==> src/rtl/fim_cross_event_mux_if.sv <==
// Event port bundle for fim_cross_event_mux.
//   evt_valid : an event is offered on evt_chan (producer -> consumer)
//   evt_ready : consumer accepts the offered event (consumer -> producer)
//   evt_chan  : index of the channel whose event is offered
// A transfer happens on a clock edge where evt_valid && evt_ready.
interface fim_cross_event_mux_if #(
  parameter int CHANNELS = 4
);
  localparam int CHAN_W = (CHANNELS > 1) ? $clog2(CHANNELS) : 1;

  logic              evt_valid;
  logic              evt_ready;
  logic [CHAN_W-1:0] evt_chan;

  modport master (output evt_valid, output evt_chan, input evt_ready);
  modport slave  (input evt_valid, input evt_chan, output evt_ready);
endinterface

==> src/rtl/fim_cross_event_mux.sv <==
// fim_cross_event_mux: multi-channel event crossing into the clk domain.
// Each asynchronous line is synchronised, edge-detected, and its events are
// accumulated in a saturating counter. Pending events are drained one per
// transfer through a registered round-robin valid/ready port. Events lost
// while a counter is saturated raise a sticky per-channel overflow flag.
// Ports:
//   clk        : destination clock, all logic runs on it
//   rst_n      : asynchronous active-low reset
//   async_in_i : CHANNELS asynchronous event lines
//   ovf_o      : sticky per-channel overflow flags
//   ovf_clr_i  : per-channel single-cycle clear of ovf_o
//   evt_if     : event offer port (valid/ready/chan), master side
module fim_cross_event_mux #(
  parameter int                  CHANNELS    = 4,
  parameter int                  SYNC_STAGES = 2,
  parameter int                  EDGE_MODE   = 0,
  parameter int                  CNT_WIDTH   = 3,
  parameter logic [CHANNELS-1:0] INIT_VALUE  = '0
) (
  input  logic                  clk,
  input  logic                  rst_n,
  input  logic [CHANNELS-1:0]   async_in_i,
  output logic [CHANNELS-1:0]   ovf_o,
  input  logic [CHANNELS-1:0]   ovf_clr_i,
  fim_cross_event_mux_if.master evt_if
);
  localparam int CHAN_W = (CHANNELS > 1) ? $clog2(CHANNELS) : 1;
  localparam logic [CNT_WIDTH-1:0] CNT_MAX = '1;
  localparam logic [CHAN_W:0] CHANNELS_W = (CHAN_W+1)'(CHANNELS);
  localparam logic [CHAN_W-1:0] LAST_CHAN = CHAN_W'(CHANNELS - 1);

  // Synchroniser: plain flop chain per bit, the last stage is sync_q.
  logic [CHANNELS-1:0] sync_stage_q [SYNC_STAGES];
  logic [CHANNELS-1:0] sync_q;
  logic [CHANNELS-1:0] last_q;
  logic [CHANNELS-1:0] det;

  always_ff @(posedge clk or negedge rst_n) begin
    if (!rst_n) begin
      for (int s = 0; s < SYNC_STAGES; s++) sync_stage_q[s] <= INIT_VALUE;
      last_q <= INIT_VALUE;
    end else begin
      sync_stage_q[0] <= async_in_i;
      for (int s = 1; s < SYNC_STAGES; s++) sync_stage_q[s] <= sync_stage_q[s-1];
      last_q <= sync_q;
    end
  end

  assign sync_q = sync_stage_q[SYNC_STAGES-1];

  always_comb begin
    case (EDGE_MODE)
      1:       det = sync_q & ~last_q;
      2:       det = ~sync_q & last_q;
      default: det = sync_q ^ last_q;
    endcase
  end

  // Per-channel pending-event counters.
  logic [CHANNELS-1:0] grant;
  logic [CHANNELS-1:0] pending;
  logic [CHANNELS-1:0] ovf_set;

  for (genvar gi = 0; gi < CHANNELS; gi++) begin : g_chan
    logic [CNT_WIDTH-1:0] cnt_q;
    logic [CNT_WIDTH-1:0] cnt_d;

    // A grant in the same cycle as a detect frees the slot the new event
    // takes, so the count holds and no event is lost.
    always_comb begin
      cnt_d = cnt_q;
      if (det[gi] && !grant[gi]) begin
        if (cnt_q != CNT_MAX) cnt_d = cnt_q + 1'b1;
      end else if (grant[gi] && !det[gi]) begin
        cnt_d = cnt_q - 1'b1;
      end
    end

    always_ff @(posedge clk or negedge rst_n) begin
      if (!rst_n) cnt_q <= '0;
      else        cnt_q <= cnt_d;
    end

    assign pending[gi] = |cnt_q;
    assign ovf_set[gi] = det[gi] & ~grant[gi] & (cnt_q == CNT_MAX);
  end

  // Sticky overflow: a set in the same cycle as a clear wins.
  logic [CHANNELS-1:0] ovf_q;
  logic [CHANNELS-1:0] ovf_d;

  assign ovf_d = (ovf_q & ~ovf_clr_i) | ovf_set;

  always_ff @(posedge clk or negedge rst_n) begin
    if (!rst_n) ovf_q <= '0;
    else        ovf_q <= ovf_d;
  end

  assign ovf_o = ovf_q;

  // Round-robin search from ptr upward, wrapping at CHANNELS.
  logic [CHAN_W-1:0] ptr_q, ptr_d;
  logic              evt_valid_q, evt_valid_d;
  logic [CHAN_W-1:0] evt_chan_q, evt_chan_d;
  logic              found;
  logic [CHAN_W-1:0] win;
  logic [CHAN_W:0]   idx;
  logic              load;

  always_comb begin
    found = 1'b0;
    win   = '0;
    idx   = '0;
    for (int i = 0; i < CHANNELS; i++) begin
      idx = {1'b0, ptr_q} + (CHAN_W+1)'(i);
      if (idx >= CHANNELS_W) idx = idx - CHANNELS_W;
      if (!found && pending[idx[CHAN_W-1:0]]) begin
        found = 1'b1;
        win   = idx[CHAN_W-1:0];
      end
    end
  end

  // The output register only reloads when empty or being consumed, so an
  // offer stays stable under back-pressure.
  assign load = !evt_valid_q || evt_if.evt_ready;

  always_comb begin
    grant       = '0;
    evt_valid_d = evt_valid_q;
    evt_chan_d  = evt_chan_q;
    ptr_d       = ptr_q;
    if (load) begin
      if (found) begin
        grant[win]  = 1'b1;
        evt_valid_d = 1'b1;
        evt_chan_d  = win;
        ptr_d       = (win == LAST_CHAN) ? '0 : win + 1'b1;
      end else begin
        evt_valid_d = 1'b0;
      end
    end
  end

  always_ff @(posedge clk or negedge rst_n) begin
    if (!rst_n) begin
      evt_valid_q <= 1'b0;
      evt_chan_q  <= '0;
      ptr_q       <= '0;
    end else begin
      evt_valid_q <= evt_valid_d;
      evt_chan_q  <= evt_chan_d;
      ptr_q       <= ptr_d;
    end
  end

  assign evt_if.evt_valid = evt_valid_q;
  assign evt_if.evt_chan  = evt_chan_q;
endmodule

==> src/flat_wrapper.sv <==
// flat-port wrapper written by rule: the top's interface ports become plain ports
module fim_cross_event_mux_flat 
#(
  parameter int                  CHANNELS    = 4,
  parameter int                  SYNC_STAGES = 2,
  parameter int                  EDGE_MODE   = 0,
  parameter int                  CNT_WIDTH   = 3,
  parameter logic [CHANNELS-1:0] INIT_VALUE  = '0
)
  (clk, rst_n, async_in_i, ovf_o, ovf_clr_i, evt_if_evt_valid, evt_if_evt_chan, evt_if_evt_ready);
  fim_cross_event_mux_if #(.CHANNELS(CHANNELS)) evt_if_i ();
  input  logic clk;
  input  logic rst_n;
  input  logic [CHANNELS-1:0] async_in_i;
  output logic [CHANNELS-1:0] ovf_o;
  input  logic [CHANNELS-1:0] ovf_clr_i;
  output wire logic [$bits(evt_if_i.evt_valid)-1:0] evt_if_evt_valid;
  output wire logic [$bits(evt_if_i.evt_chan)-1:0] evt_if_evt_chan;
  input wire logic [$bits(evt_if_i.evt_ready)-1:0] evt_if_evt_ready;
  assign evt_if_evt_valid = evt_if_i.evt_valid;
  assign evt_if_evt_chan = evt_if_i.evt_chan;
  assign evt_if_i.evt_ready = evt_if_evt_ready;
  fim_cross_event_mux #(.CHANNELS(CHANNELS), .SYNC_STAGES(SYNC_STAGES), .EDGE_MODE(EDGE_MODE), .CNT_WIDTH(CNT_WIDTH), .INIT_VALUE(INIT_VALUE)) u_core (.clk(clk), .rst_n(rst_n), .async_in_i(async_in_i), .ovf_o(ovf_o), .ovf_clr_i(ovf_clr_i), .evt_if(evt_if_i));
endmodule
==> config.mk <==
export PLATFORM = sky130hd
export DESIGN_NAME = fim_cross_event_mux_flat
export DESIGN_NICKNAME = d
export VERILOG_FILES = /design/src/rtl/fim_cross_event_mux_if.sv /design/src/rtl/fim_cross_event_mux.sv /design/src/flat_wrapper.sv
export SDC_FILE = /design/constraint.sdc
export NUM_CORES = 1
export LEC_CHECK = 0
export ABC_AREA = 1
export BUFFER_PORTS_ARGS = -buffer_cell sky130_fd_sc_hd__buf_2
export CAP_MARGIN = 20
export CORE_MARGIN = 2
export CORE_UTILIZATION = 58
export DETAILED_ROUTE_END_ITERATION = 12
export GPL_TIMING_DRIVEN = 0
export PLACE_DENSITY_LB_ADDON = 0.12
export SYNTH_ARGS = -nofsm -noshare
export SYNTH_HDL_FRONTEND = slang
export SYNTH_SLANG_ARGS = --single-unit
==> constraint.sdc <==
create_clock -name clk -period 3.2 [get_ports clk]
set_input_delay 0.32 -clock clk [delete_from_list [all_inputs] [get_ports clk]]
set_output_delay 0.32 -clock clk [all_outputs]
set_load 0.1 [all_outputs]
==> out/results.ini <==
[timing]
drv_slew = 0
finClkSkew_ns = 0.00739
maxSlewHeadroom_pct = 51.8
max_freq_mhz = 348
min_period_ns = 2.88
rsz0062_at_grt = false
setup_viol = 0
worst_slew_pin_slew_ns = 0.724
period_share_pct = 89.9
finalSetupTns_ns = 0
hold_viol_final = 0

[clock_network]
postCtsSetupRepairBufs = 0
numCtsBuffers = 5
clockRootBuffer = clkbuf_4
clock_latency_ns = 0.34
cts_tree = yes
htreeDepth = 2
clock_path_buffers = 2
cts-resized-gates = 0
clk_pin_slew_worst_paths_ns = 0.10
cts-hold-fix-buffers = 0
clkSinkCount = 33

[die]
die_y_um = 60.4
die-area_um2 = 3640
start_util_pct = 60.9
die_x_um = 60.4
rows = 20
ios = 18
core_area_um2 = 3030

[yosys]
synth_top_area_share_pct = 44.8
yosys_warnings = 0
netlist_area_um2 = 1840
synth_nets = 218
yosysSeqAreaShare_pct = 44.8
synth-seq-cells = 33
yosysUniqueCellTypes = 23
synthTopCellsByArea = dfrtp_1 45%, nand2_1 9.8%, nand3_2 8.1%
synth_top_cell_by_area = dfrtp_1
synth.avg_cell_area_um2 = 9.26
netlist_instances = 199

[cells_and_area]
area_growth_syn_to_layout_pct = 11.9
final_cells = 268
finalNetCount = 242
final_layout_size_suffix_gt1_share_pct = 29.5
diodes = 0

[detailed_routing]
drt_iter0_markers = 71
viasPerCell = 5.17
drtAntennaViolNets = 0
drcViolationCount = 0
post_drt_wl_per_cell_um = 12.8
wl_met1_um = 1470
drt_pass1_iterations = 4
route.met2.wl_um = 1770
wl_um = 3440
dr_wl_met3_um = 144
vias = 1385
top_layer = met4

[critical_path]
critical_path_arrival_ns = 3.13
crit_fanout = 5
setup.worst_path.start_class = flip-flop
path_class = flip-flop to flip-flop
worst-endpoint-required_ns = 3.45
endpoint_kind = flip-flop

[outcome]
outcome = finished clean

[global_routing]
grt_pass1_vias = 1375
antenna_found_initial = 0
globalRouteOverflowTotal = 0
grt_use_total_pct = 22.6
grt_pass1_wl_um = 5990
grt_max_degree = 34

[flow_run]
cap_violations = 0

[placed_design]
dpl.hpwl_um = 2460
port_buffers = 17
dp.cells = 260
gp_congestion = 0.884

[worst_hold_path]
min_path_type = primary input to asynchronous set/reset pin

final timing paths:
check / startpoint / end / slack [ns] / cells past startpoint
hold reg to reg: u_core.sync_stage_q[5] / u_core.sync_q[1] / 0.36 / 0
setup reg to reg: u_core.g_chan[0].cnt_q[1] / u_core.g_chan[3].cnt_q[2] / 0.32 / 20
setup / recovery: u_core.g_chan[0].cnt_q[1] / u_core.g_chan[3].cnt_q[2] / 0.32 / 20
hold / removal: rst_n / u_core.ovf_o[3] / 0.02 / 1
max in group asynchronous: rst_n / u_core.ptr_q[1] / 2.71 / 1
min in group clk: async_in_i[3] / u_core.sync_stage_q[7] / 0.07 / 1
per-stage QoR:
| step | cell area [um^2] | hold slack (ns) | worst slack (ns) | util, % |
|---|---|---|---|---|
| 2_1_floorplan | 1840 | 0.0244 | 0.606 | - |
| 3_3_place_gp | 1980 | 0.336 | 0.399 | 65.5 |
| 6_report | 2060 | 0.0159 | 0.323 | 68.1 |
| 4_1_cts | 2050 | 0.0426 | 0.278 | 67.8 |
| 5_1_grt | 2060 | 0.0570 | 0.0560 | 68.1 |
| 3_5_place_dp | 1980 | 0.336 | 0.302 | 65.5 |
registers in the layout (all words and copies together) (netlist names):
signal and flops:
u_core.sync_stage_q 4, u_core.g_chan.cnt_q 12, u_core.evt_if.evt_valid 1, u_core.ptr_q 2, u_core.evt_if.evt_chan 2, u_core.sync_q 4
u_core.ovf_o 4, u_core.last_q 4
layout by cell type, fill, tap and decap left out:
master and instances:
a31oi_1 1, buf_2 17, buf_6 1, clkbuf_4 5
clkbuf_8 2, clkinv_2 1, dfrtp_1 33, fa_1 4
ha_1 4, inv_1 22, inv_2 1, inv_4 2
inv_6 1, nand2_1 48, nand2_2 11, nand2_4 3
nand3_1 25, nand3_2 16, nand3_4 2, nand4_1 2
nor2_1 3, nor2_2 2, nor2_4 1, o21ai_0 4
o22ai_1 4, or2_2 1, xnor2_1 4, xor2_1 4
synthesized netlist by cell type (all sizes together):
library cell / n
a31oi: 1
buf: 1
dfrtp: 33
fa: 4
ha: 4
inv: 26
nand2: 62
nand3: 43
nand4: 2
nor2: 6
o21ai: 4
o22ai: 4
or2: 1
xnor2: 4
xor2: 4
final cells by class:
cell class	instances	area (um^2)
timing repair buffer	17	85.1
tap	44	55.1
clock inverter	1	5.00
sequential	33	826
inverter	26	108
multi-input combinational	139	908
buffer	1	11.3
clock buffer	7	65.1
fill	252	965
critical path: stages (launching register included):
cell     delay [ns]
dfrtp_1        0.44
nor2_1         0.17
nand3_1        0.12
nand2_1        0.08
nand2_1        0.04
nand2_1        0.16
inv_1          0.09
a31oi_1        0.20
nand2_1        0.10
nand3_2        0.13
inv_1          0.08
ha_1           0.24
nand3_2        0.12
nand2_2        0.09
fa_1           0.38
inv_1          0.06
nand2_1        0.05
nand2_1        0.08
nand2_1        0.05
nand2_1        0.05
nand2_1        0.04
cell families (layout without fill, tap and decap cells):
group	Yosys count	count (layout)	synth area share (%)
and+or+nand+nor	114	114	35.1
buffers and inverters	27	52	6.45
xor gates and xnor gates	8	8	3.80
DFF	33	33	44.8
AOI/OAI and AO/OA	9	9	2.78
adders and majority gates	8	8	7.06
layer usage:
metal  global-route usage [%]  vias up
li1                         -      687
met1                     28.2      659
met2                     37.1       33
met3                     6.61        6
met4                     8.89        0
met5                        0        -
Power is not shown: default switching activity piles up to over one toggle a cycle in this logic, so the estimate is an artifact.
